$ cat src/rtl/traffic_pkg.sv
`default_nettype none
// ============================================================================
// traffic_pkg : shared command codes, FSM states and time width
// Rev 1.0
// ============================================================================
package traffic_pkg;

    localparam int TIME_W = 16;

    typedef enum logic [2:0] {
        CMD_ON          = 3'd0,
        CMD_OFF         = 3'd1,
        CMD_UNC         = 3'd2,
        CMD_SET_GREEN   = 3'd3,
        CMD_SET_YELLOW  = 3'd4,
        CMD_SET_ALL_RED = 3'd5
    } cmd_e;

    typedef enum logic [3:0] {
        ST_OFF        = 4'd0,
        ST_UNC_ON     = 4'd1,
        ST_UNC_OFF    = 4'd2,
        ST_ALL_RED    = 4'd3,
        ST_RED_YELLOW = 4'd4,
        ST_GREEN      = 4'd5,
        ST_BLINK_OFF  = 4'd6,
        ST_BLINK_ON   = 4'd7,
        ST_YELLOW     = 4'd8
    } state_e;

endpackage
`default_nettype wire

$ cat src/rtl/traffic_tick_gen.sv
`default_nettype none
// ============================================================================
// traffic_tick_gen : free-running one-cycle tick every TICK_DIV clocks
// Rev 1.0
// ============================================================================
module traffic_tick_gen #(
    parameter int TICK_DIV = 100000
) (
    input  logic clk_i,
    input  logic srst_i,
    output logic tick_o
);

    localparam int                 c_CNT_W = (TICK_DIV > 1) ? $clog2(TICK_DIV) : 1;
    localparam logic [c_CNT_W-1:0] c_LAST  = c_CNT_W'(TICK_DIV - 1);

    logic [c_CNT_W-1:0] r_cnt;
    logic               r_tick;

    always_ff @(posedge clk_i) begin
        if (srst_i) begin
            r_cnt  <= '0;
            r_tick <= 1'b0;
        end else begin
            r_cnt  <= (r_cnt == c_LAST) ? '0 : r_cnt + c_CNT_W'(1);
            r_tick <= (r_cnt == c_LAST);
        end
    end

    assign tick_o = r_tick;

endmodule
`default_nettype wire

$ cat src/rtl/traffic_intersection_ctrl.sv
`default_nettype none
// ============================================================================
// traffic_intersection_ctrl : round-robin signal-group controller with
// flashing and off modes, runtime-programmable green/yellow/all-red times
// Rev 1.0
// ============================================================================
module traffic_intersection_ctrl
    import traffic_pkg::*;
#(
    parameter int                PHASES_NUM           = 4,
    parameter int                TICK_DIV             = 100000,
    parameter logic [TIME_W-1:0] BLINK_HALF_PERIOD    = 16'd500,
    parameter logic [TIME_W-1:0] GREEN_BLINKS_NUM     = 16'd4,
    parameter logic [TIME_W-1:0] RED_YELLOW_TIME      = 16'd2000,
    parameter logic [TIME_W-1:0] ALL_RED_TIME_DEFAULT = 16'd1000,
    parameter logic [TIME_W-1:0] GREEN_TIME_DEFAULT   = 16'd8000,
    parameter logic [TIME_W-1:0] YELLOW_TIME_DEFAULT  = 16'd3000
) (
    input  logic                  clk_i,
    input  logic                  srst_i,
    input  logic                  cmd_valid_i,
    output logic                  cmd_ready_o,
    input  logic [2:0]            cmd_type_i,
    input  logic [2:0]            cmd_phase_i,
    input  logic [TIME_W-1:0]     cmd_data_i,
    output logic [PHASES_NUM-1:0] red_o,
    output logic [PHASES_NUM-1:0] yellow_o,
    output logic [PHASES_NUM-1:0] green_o
);

    localparam int                    c_PH_W   = $clog2(PHASES_NUM);
    localparam logic [c_PH_W-1:0]     c_LAST_PH = c_PH_W'(PHASES_NUM - 1);
    localparam logic [3:0]            c_PHASES = 4'(PHASES_NUM);
    localparam logic [PHASES_NUM-1:0] c_ONE    = {{(PHASES_NUM-1){1'b0}}, 1'b1};

    state_e              r_state;
    logic [c_PH_W-1:0]   r_cur_phase;
    logic [TIME_W-1:0]   r_cnt;
    logic [TIME_W-1:0]   r_dur;
    logic [TIME_W-1:0]   r_blink_cnt;
    logic [TIME_W-1:0]   r_all_red_time;
    logic [TIME_W-1:0]   r_green_time  [PHASES_NUM];
    logic [TIME_W-1:0]   r_yellow_time [PHASES_NUM];

    logic                w_tick;
    logic                w_fire;
    logic                w_last;
    logic                w_phase_ok;
    logic                w_in_normal;
    logic [c_PH_W-1:0]   w_cmd_idx;
    logic [TIME_W-1:0]   w_data;
    logic [PHASES_NUM-1:0] w_sel;

    traffic_tick_gen #(
        .TICK_DIV (TICK_DIV)
    ) u_tick (
        .clk_i  (clk_i),
        .srst_i (srst_i),
        .tick_o (w_tick)
    );

    assign cmd_ready_o = ~srst_i;
    assign w_fire      = cmd_valid_i & cmd_ready_o;
    assign w_last      = (r_cnt + 16'd1) >= r_dur;
    assign w_phase_ok  = {1'b0, cmd_phase_i} < c_PHASES;
    assign w_cmd_idx   = cmd_phase_i[c_PH_W-1:0];
    assign w_data      = (cmd_data_i == '0) ? 16'd1 : cmd_data_i;
    assign w_in_normal = !(r_state inside {ST_OFF, ST_UNC_ON, ST_UNC_OFF});

    // Mode-changing commands pre-empt tick transitions; SET commands only
    // rewrite stored times, so the tick still advances the state that cycle
    // and a duration latched on that same entry uses the previous value.
    always_ff @(posedge clk_i) begin
        if (srst_i) begin
            r_state        <= ST_ALL_RED;
            r_cur_phase    <= '0;
            r_cnt          <= '0;
            r_dur          <= ALL_RED_TIME_DEFAULT;
            r_blink_cnt    <= '0;
            r_all_red_time <= ALL_RED_TIME_DEFAULT;
            for (int i = 0; i < PHASES_NUM; i++) begin
                r_green_time[i]  <= GREEN_TIME_DEFAULT;
                r_yellow_time[i] <= YELLOW_TIME_DEFAULT;
            end
        end else begin
            if (w_fire && cmd_type_i == CMD_OFF) begin
                r_state <= ST_OFF;
                r_cnt   <= '0;
            end else if (w_fire && cmd_type_i == CMD_UNC) begin
                r_state <= ST_UNC_ON;
                r_cnt   <= '0;
                r_dur   <= BLINK_HALF_PERIOD;
            end else if (w_fire && cmd_type_i == CMD_ON && !w_in_normal) begin
                r_state     <= ST_ALL_RED;
                r_cur_phase <= '0;
                r_cnt       <= '0;
                r_blink_cnt <= '0;
                r_dur       <= r_all_red_time;
            end else if (w_tick && r_state != ST_OFF) begin
                if (!w_last) begin
                    r_cnt <= r_cnt + 16'd1;
                end else begin
                    r_cnt <= '0;
                    case (r_state)
                        ST_UNC_ON: begin
                            r_state <= ST_UNC_OFF;
                            r_dur   <= BLINK_HALF_PERIOD;
                        end
                        ST_UNC_OFF: begin
                            r_state <= ST_UNC_ON;
                            r_dur   <= BLINK_HALF_PERIOD;
                        end
                        ST_ALL_RED: begin
                            r_state <= ST_RED_YELLOW;
                            r_dur   <= RED_YELLOW_TIME;
                        end
                        ST_RED_YELLOW: begin
                            r_state <= ST_GREEN;
                            r_dur   <= r_green_time[r_cur_phase];
                        end
                        ST_GREEN: begin
                            if (GREEN_BLINKS_NUM == '0) begin
                                r_state <= ST_YELLOW;
                                r_dur   <= r_yellow_time[r_cur_phase];
                            end else begin
                                r_state     <= ST_BLINK_OFF;
                                r_dur       <= BLINK_HALF_PERIOD;
                                r_blink_cnt <= '0;
                            end
                        end
                        ST_BLINK_OFF: begin
                            r_state <= ST_BLINK_ON;
                            r_dur   <= BLINK_HALF_PERIOD;
                        end
                        ST_BLINK_ON: begin
                            if (r_blink_cnt + 16'd1 >= GREEN_BLINKS_NUM) begin
                                r_state <= ST_YELLOW;
                                r_dur   <= r_yellow_time[r_cur_phase];
                            end else begin
                                r_state     <= ST_BLINK_OFF;
                                r_dur       <= BLINK_HALF_PERIOD;
                                r_blink_cnt <= r_blink_cnt + 16'd1;
                            end
                        end
                        ST_YELLOW: begin
                            r_state     <= ST_ALL_RED;
                            r_dur       <= r_all_red_time;
                            r_cur_phase <= (r_cur_phase == c_LAST_PH) ? '0
                                           : r_cur_phase + c_PH_W'(1);
                        end
                        default: ;
                    endcase
                end
            end

            if (w_fire) begin
                if (cmd_type_i == CMD_SET_GREEN && w_phase_ok)
                    r_green_time[w_cmd_idx] <= w_data;
                if (cmd_type_i == CMD_SET_YELLOW && w_phase_ok)
                    r_yellow_time[w_cmd_idx] <= w_data;
                if (cmd_type_i == CMD_SET_ALL_RED)
                    r_all_red_time <= w_data;
            end
        end
    end

    assign w_sel = c_ONE << r_cur_phase;

    always_comb begin
        red_o    = '0;
        yellow_o = '0;
        green_o  = '0;
        case (r_state)
            ST_OFF, ST_UNC_OFF: ;
            ST_UNC_ON:     yellow_o = '1;
            ST_ALL_RED:    red_o    = '1;
            ST_RED_YELLOW: begin
                red_o    = '1;
                yellow_o = w_sel;
            end
            ST_GREEN, ST_BLINK_ON: begin
                red_o   = ~w_sel;
                green_o = w_sel;
            end
            ST_BLINK_OFF:  red_o = ~w_sel;
            ST_YELLOW: begin
                red_o    = ~w_sel;
                yellow_o = w_sel;
            end
            default: ;
        endcase
    end

endmodule
`default_nettype wire

$ cat config.mk
export PLATFORM = sky130hd
export DESIGN_NAME = traffic_intersection_ctrl
export DESIGN_NICKNAME = d
export VERILOG_FILES = /design/src/rtl/traffic_pkg.sv /design/src/rtl/traffic_tick_gen.sv /design/src/rtl/traffic_intersection_ctrl.sv
export SDC_FILE = /design/constraint.sdc
export NUM_CORES = 1
export LEC_CHECK = 0
export CORE_MARGIN = 2
export CORE_UTILIZATION = 55
export DETAILED_ROUTE_END_ITERATION = 10
export PLACE_DENSITY = 0.77
export SLEW_MARGIN = 40
export SYNTH_ARGS = -nofsm -noshare
export SYNTH_HDL_FRONTEND = slang
export SYNTH_SLANG_ARGS = --single-unit
$ cat constraint.sdc
create_clock -name clk_i -period 8.2 [get_ports clk_i]
set_clock_uncertainty 0.15 [all_clocks]
set_input_delay 1.64 -clock clk_i [delete_from_list [all_inputs] [get_ports clk_i]]
set_output_delay 1.64 -clock clk_i [all_outputs]
set_load 0.005 [all_outputs]
=== Yosys cells after proc, flatten, opt, wreduce, memory -nomap -nowiden ===
Memories as Yosys holds them, arrays and structs flattened. A register that Yosys moved wholly into a read port is not among the register bits.
Cells that the tools add are included.

* Mux-type cells: 48
* Magnitude comparators: 3
* Shift operators: 1
* Add/subtract/negate cells: 4
* Bitwise gates (word level): 5
* Eq/ne operators: 16
* Reductions and logical operators: 38

{| class="wikitable"
|+ Operators by type and width
! operator !! number
|-
| $mux W16 || 13
|-
| $pmux W16 S5 || 1
|-
| $add A16 B1 Y16 const B || 2
|-
| $mux W2 || 16
|-
| $pmux W16 S2 || 1
|-
| $pmux W4 S8 || 1
|-
| $reduce_or A16 Y1 || 2
|-
| $add A17 B1 Y17 const B || 1
|-
| $eq A17 B17 Y1 const B || 1
|-
| $eq A4 B3 Y1 const B || 4
|-
| $ge A16 B16 Y1 || 1
|-
| $ge A16 B3 Y1 const B || 1
|-
| $logic_not A16 Y1 || 1
|-
| $pmux W4 S2 || 2
|-
| $mux W1 || 12
|-
| $reduce_bool A3 Y1 || 4
|-
| $reduce_bool A4 Y1 || 3
|-
| $reduce_or A4 Y1 || 3
|-
| $reduce_bool A11 Y1 || 1
|-
| $eq A4 B2 Y1 const B || 2
|-
| $mux W4 || 2
|-
| $reduce_bool A8 Y1 || 1
|-
| $reduce_or A2 Y1 || 4
|-
| $logic_and A1 B1 Y1 || 7
|-
| 22 further kinds || 29
|}

* Input bits: 25
* Flip-flop bits (word level): 88
* RAM bits: 128
* Memories kept: 2
* Output and inout bits: 13
* Logic and storage cells: 126

{| class="wikitable"
|+ Memories
! name !! words !! width !! rd ports !! clocked after Yosys merged registers in !! wr ports !! RTL line !! source
|-
| r_green_time || 4 || 16 || 1 || 1 || 4 || traffic_intersection_ctrl.sv:42 || <nowiki>logic [TIME_W-1:0] r_green_time [PHASES_NUM];</nowiki>
|-
| r_yellow_time || 4 || 16 || 1 || 1 || 4 || traffic_intersection_ctrl.sv:43 || <nowiki>logic [TIME_W-1:0] r_yellow_time [PHASES_NUM];</nowiki>
|}

=== Longest topological paths before layout ===
* Depth after elaboration: 9
* Mapped depth: 17
* Gate-level depth less buffers: 14

=== By module ===
From an unflattened synthesis, not the netlist that was laid out.

* Cells, all modules: 990
* Area total of the unflattened synthesis: 10747.8 µm²

{| class="wikitable"
|+ Modules (own cells, without submodules)
! module !! cells an instance !! area an instance (µm²) !! seq. area each (µm²) !! times used
|-
| traffic_intersection_ctrl || 901 || 9945.8 || 5285.1 || 1
|-
| traffic_tick_gen || 89 || 802.0 || 360.3 || 1
|}

=== Worst setup path after synthesis ===
OpenSTA, ideal clock, no wires.

* Path kind: input port to flip-flop
* Start: input cmd_type_i[1]
* End: memory r_yellow_time[3][0] (enable)
* Data arrival time: 4.018 ns
* Data required time: 7.639 ns
* Path buffers: 3
* Slack: 3.621 ns
* Cell stages on the path: 7
* Library setup time: 0.411 ns
* Path through: clkbuf_1 -> nor3b_1 -> nand2_1 -> or3_1 -> clkbuf_1 -> clkbuf_1 -> o21ai_0

{| class="wikitable"
|+ RTL lines
! what !! RTL line !! source
|-
| from (decl) || traffic_intersection_ctrl.sv:23 || <nowiki>input logic [2:0] cmd_type_i,</nowiki>
|-
| to (decl) || traffic_intersection_ctrl.sv:43 ||
|}

=== Worst setup path in the final report ===
* Start: register r_state[2]
* End: output yellow_o[1]

* Longest elaborated chain between the ends: 3
* Elaborated cells on any way between the ends: 5
* Classes of those cells: eq/ne: 3; mux: 1; reduce/logical: 1

{| class="wikitable"
|+ Ends and longest elaborated chain
! what !! RTL line !! source
|-
| from (decl) || traffic_intersection_ctrl.sv:36 || <nowiki>state_e r_state;</nowiki>
|-
| from (signal assigned) || traffic_intersection_ctrl.sv:75 || <nowiki>r_state <= ST_ALL_RED;</nowiki>
|-
| from (signal assigned) || traffic_intersection_ctrl.sv:87 || <nowiki>r_state <= ST_OFF;</nowiki>
|-
| from (signal assigned) || traffic_intersection_ctrl.sv:90 || <nowiki>r_state <= ST_UNC_ON;</nowiki>
|-
| $eq A4 B4 Y1 / $eq A4 B3 Y1 (equally long branches) || traffic_intersection_ctrl.sv:173 || <nowiki>case (r_state)</nowiki>
|-
| $reduce_or A2 Y1 (no line) || - ||
|-
| $pmux W4 S2 (*) || traffic_intersection_ctrl.sv:173 ||
|-
| to (decl) || traffic_intersection_ctrl.sv:27 || <nowiki>output logic [PHASES_NUM-1:0] yellow_o,</nowiki>
|}

Mark *: on every way between the ends. The rest lies on a longest branch, timed or not.

==> results by group <==
STA
  • Final min period: 4.84 ns
  • Max Freq: 207 MHz
  • Final hold slack: 0.311 ns
  • Fin. Hold Viols: 0
  • Setup violators final: 0
  • Fin Setup TNS: 0 ns
  • Tightest Pin Transition: 0.854 ns
  • Unrepaired setup endpoints after global routing: false
  • Slew HR: 0.423
  • Final Cycle Share: 0.590
  • Max Slew Vio Count: 0
  • Final setup margin: 3.36 ns

Place
  • Port bufs: 37
  • Routability Congestion: 0.917
  • Post-Place Cells: 1259
  • Pre-CTS WS: 2.77 ns
  • Dpl cell area: 11400 sq um
  • DP Wirelength: 17.1 mm

Logic synthesis
  • Post-synthesis cell type count: 62
  • Synth Area in Compound Gates: 0.106
  • Post-synth top flop: edfxtp_1
  • Mapped Avg Cell Area: 10.7 sq um
  • Async S/R FF share, synth: 0
  • Syn_nets: 1054
  • Post-synthesis register bit count: 218
  • Simple-gate share of the synthesized area: 0.205
  • Top cell type's share of synthesized area: 0.356
  • Synth Area in Adders: 0.0267
  • Cell count after synthesis: 1006
  • Largest cells by area after synthesis: edfxtp_1 36%, dfxtp_1 17%, mux4_2 6.7%
  • Sequential fraction of the synthesis area: 0.524
  • Post-synthesis mux area share: 0.0770
  • Synth Cell Area: 10800 sq um
  • Number of synthesized flops with an enable pin: 128
  • Post-synth top area cell: edfxtp_1
  • Post-synthesis xor/xnor area fraction: 0.0268
  • Main combinational cell family by area after synthesis: simple AND/OR/NAND/NOR gates
  • Yosys warns: 0

Floorplanning
  • Starting Density: 0.558
  • Die ar.: 20700 sq um
  • Die W: 144 um
  • Std-Cell Rows: 51
  • Placeable Area: 19300 sq um
  • Die H: 144 um
  • I/O pin count: 38

Setup path
  • Crit path arrival time: 3.05 ns
  • Critical path's most frequent cell: a21oi_1
  • CP Max Fanout: 24
  • Crit Path Category: flop to output pin
  • Crit path largest cell delay: 0.85 ns
  • Cell family with most CP delay: buffers and inverters
  • Cell Chain, Critical Path: nor2b_1 > buf_4 > inv_1 > a21oi_1 > a21oi_1 > nor2_1 > clkdlybuf4s50_1
  • CP Launch Type: flop
  • Slowest-stage cell, CP: dfxtp_1
  • Buf/Inv on CP: 3
  • Worst setup EP type: output pin
  • CP required: 6.41 ns

Clocking
  • CTS tree: yes
  • Setup bufs post-CTS: 0
  • CTS buffer count: 24
  • Cts hold-fix bufs: 0
  • Clock root cell: clkbuf_16
  • Clock slew at reported path FFs: 0.06 ns
  • H-tree levels: 1
  • Resize count post-CTS: 0
  • Clock Latency Late Sink: 0.53 ns
  • Clock sinks: 218
  • Clk buf depth: 3

Pwr
  • Psw: 515 uW
  • Comb pwr share: 0.048
  • Seq pwr share: 0.514
  • Sw frac: 0.219
  • Worst-case vdd ir drop: 0.000242 V
  • PD cells: 194 nW/um^2
  • Clock Power Share: 0.438
  • P_int: 1.84 mW
  • Leakage power: 4.43 nW
  • Power Total: 2.35 mW

Routing
  • Via-per-instance ratio: 6.14
  • Final ANT Viol Nets: 0
  • Residual DRC: 0
  • Routed via count: 7983
  • Total wire length: 26.0 mm
  • DR iter-0 viols: 982
  • Routed len/inst: 20.0 um
  • TritonRoute pass-1 iters: 5

Global routing
  • Number of global-route vias before repair: 7683
  • GR Layer Usage met2: 0.420
  • M1 GR Usage: 0.350
  • Gr usage total: 0.257
  • GR Util met3: 0.0407
  • First-pass GRT wire length: 41.2 mm
  • GR Overflow Total: 0
  • Top Usage Layer GRT: met2
  • Largest net degree at the start of global routing: 35
  • Antenna violations before repair: 0

Status
  • Status: completed

Finish
  • Layout area overhead: 12.6%
  • Fill cells: 1533
  • Antenna cells: 0
  • Share of layout cells above drive strength 1: 0.0957
  • NumNets Final: 1068
  • Design Area, Final: 12100 sq um
  • Non-filler instance count after layout: 1300
  • Core Util, Final: 0.628

Min path
  • HP Class: flop to flop

Run
  • Max_cap viols: 0
cell usage after synthesis, types with 6 or more instances:
| cell | instances |
|---|---|
| or3_1 | 36 |
| nand4_1 | 9 |
| inv_1 | 30 |
| dfxtp_1 | 90 |
| o21ai_0 | 35 |
| mux4_2 | 32 |
| nor4_1 | 8 |
| mux2i_1 | 11 |
| a31oi_1 | 9 |
| nor3_1 | 29 |
| a221oi_1 | 8 |
| and3_1 | 57 |
| ha_1 | 23 |
| clkbuf_1 | 61 |
| nand3b_1 | 8 |
| nand3_1 | 30 |
| xnor2_1 | 12 |
| and2_1 | 40 |
| nor2_1 | 78 |
| nor2b_1 | 6 |
| nand2b_1 | 30 |
| nand2_1 | 77 |
| a32o_1 | 9 |
| a22oi_1 | 10 |
| a21oi_1 | 47 |
| xor2_1 | 21 |
| edfxtp_1 | 128 |
layout make-up:
cell class,instances,area [sq um],area share
multi-input cells,689,4790,0.394
repair buffers,56,508,0.0418
clock buffers,31,658,0.0542
flip-flops and latches,218,5650,0.465
inverters,31,116,0.00958
clock inverters,10,98.8,0.00814
well taps,265,332,0.0273
sequential cells by signal, indices dropped and copies added, names as in the netlist, named ones only:
signal,count
r_green_time,64
r_yellow_time,64
u_tick.r_cnt,17
r_all_red_time,16
r_blink_cnt,16
r_cnt,16
r_dur,16
r_state,4
r_cur_phase,2
u_tick.tick_o,1
final timing paths:
check / cells after the start / slack, ns / startpoint / to
worst max-delay path: 7 / 3.36 / r_state[2]$_SDFFE_PP0P_ / yellow_o[1]
worst min-delay path: 2 / 0.31 / r_all_red_time[12]$_SDFFE_PP0P_ / r_all_red_time[12]$_SDFFE_PP0P_
worst max register to register: 14 / 3.86 / r_cnt[0]$_SDFFE_PP0P_ / r_blink_cnt[5]$_SDFFE_PP0P_
worst min register to register: 2 / 0.31 / r_all_red_time[12]$_SDFFE_PP0P_ / r_all_red_time[12]$_SDFFE_PP0P_
cell usage in the layout (no fill, tap or decap), drive strengths merged, types with 8 or more instances in the layout:
master         count
dfxtp             90
clkinv             9
nand3             31
ha                23
inv               31
o21ai             36
nand3b             8
mux2i             11
nor2              78
a32o               9
nor4               8
mux4              32
a221oi             8
a21oi             47
edfxtp           128
nand2             77
a31oi              9
xnor2             12
and2              40
xor2              21
clkbuf            31
nor3              29
and3              57
nand2b            30
nand4              9
or3               36
buf               20
clkdlybuf4s50     36
a22oi             10
power by group through the flow:
stage / sequential (mW) / combinational (mW) / clock [mW]
after floorplan: 1.22 / 0.0605 / 0
after global routing: 1.21 / 0.121 / 1.09
final: 1.21 / 0.113 / 1.03
after CTS: 1.21 / 0.113 / 1.05
after global placement: 1.23 / 0.111 / 0
after detailed placement: 1.23 / 0.112 / 0
cells by family after synthesis:
logic type / after synthesis
AO/OA/AOI/OAI: 169
XOR/XNOR: 33
adder cells (fa/ha/maj): 23
buffers and inverters: 99
flip-flops: 218
multiplexers: 43
AND/OR/NAND/NOR: 421
metal layers:
layer	routed length [um]	up-vias
met1	10700	3809
met2	12500	357
met4	898	0
met5	0	-
li1	-	3748
met3	1910	69
worst register-to-register path, stage by stage (launching register included):
cell and delay (ns):
dfxtp_1 0.43, ha_1 0.28, nand3_1 0.19, nor3_1 0.46, and3_1 0.33, nand3_1 0.12
xnor2_1 0.16, ha_1 0.28, nand2_1 0.06, o21ai_0 0.23, nor3_1 0.10, a211oi_1 0.51
o21ai_0 0.20, a211o_1 0.46, and3_1 0.28
Power figures use the tool's default switching activity.
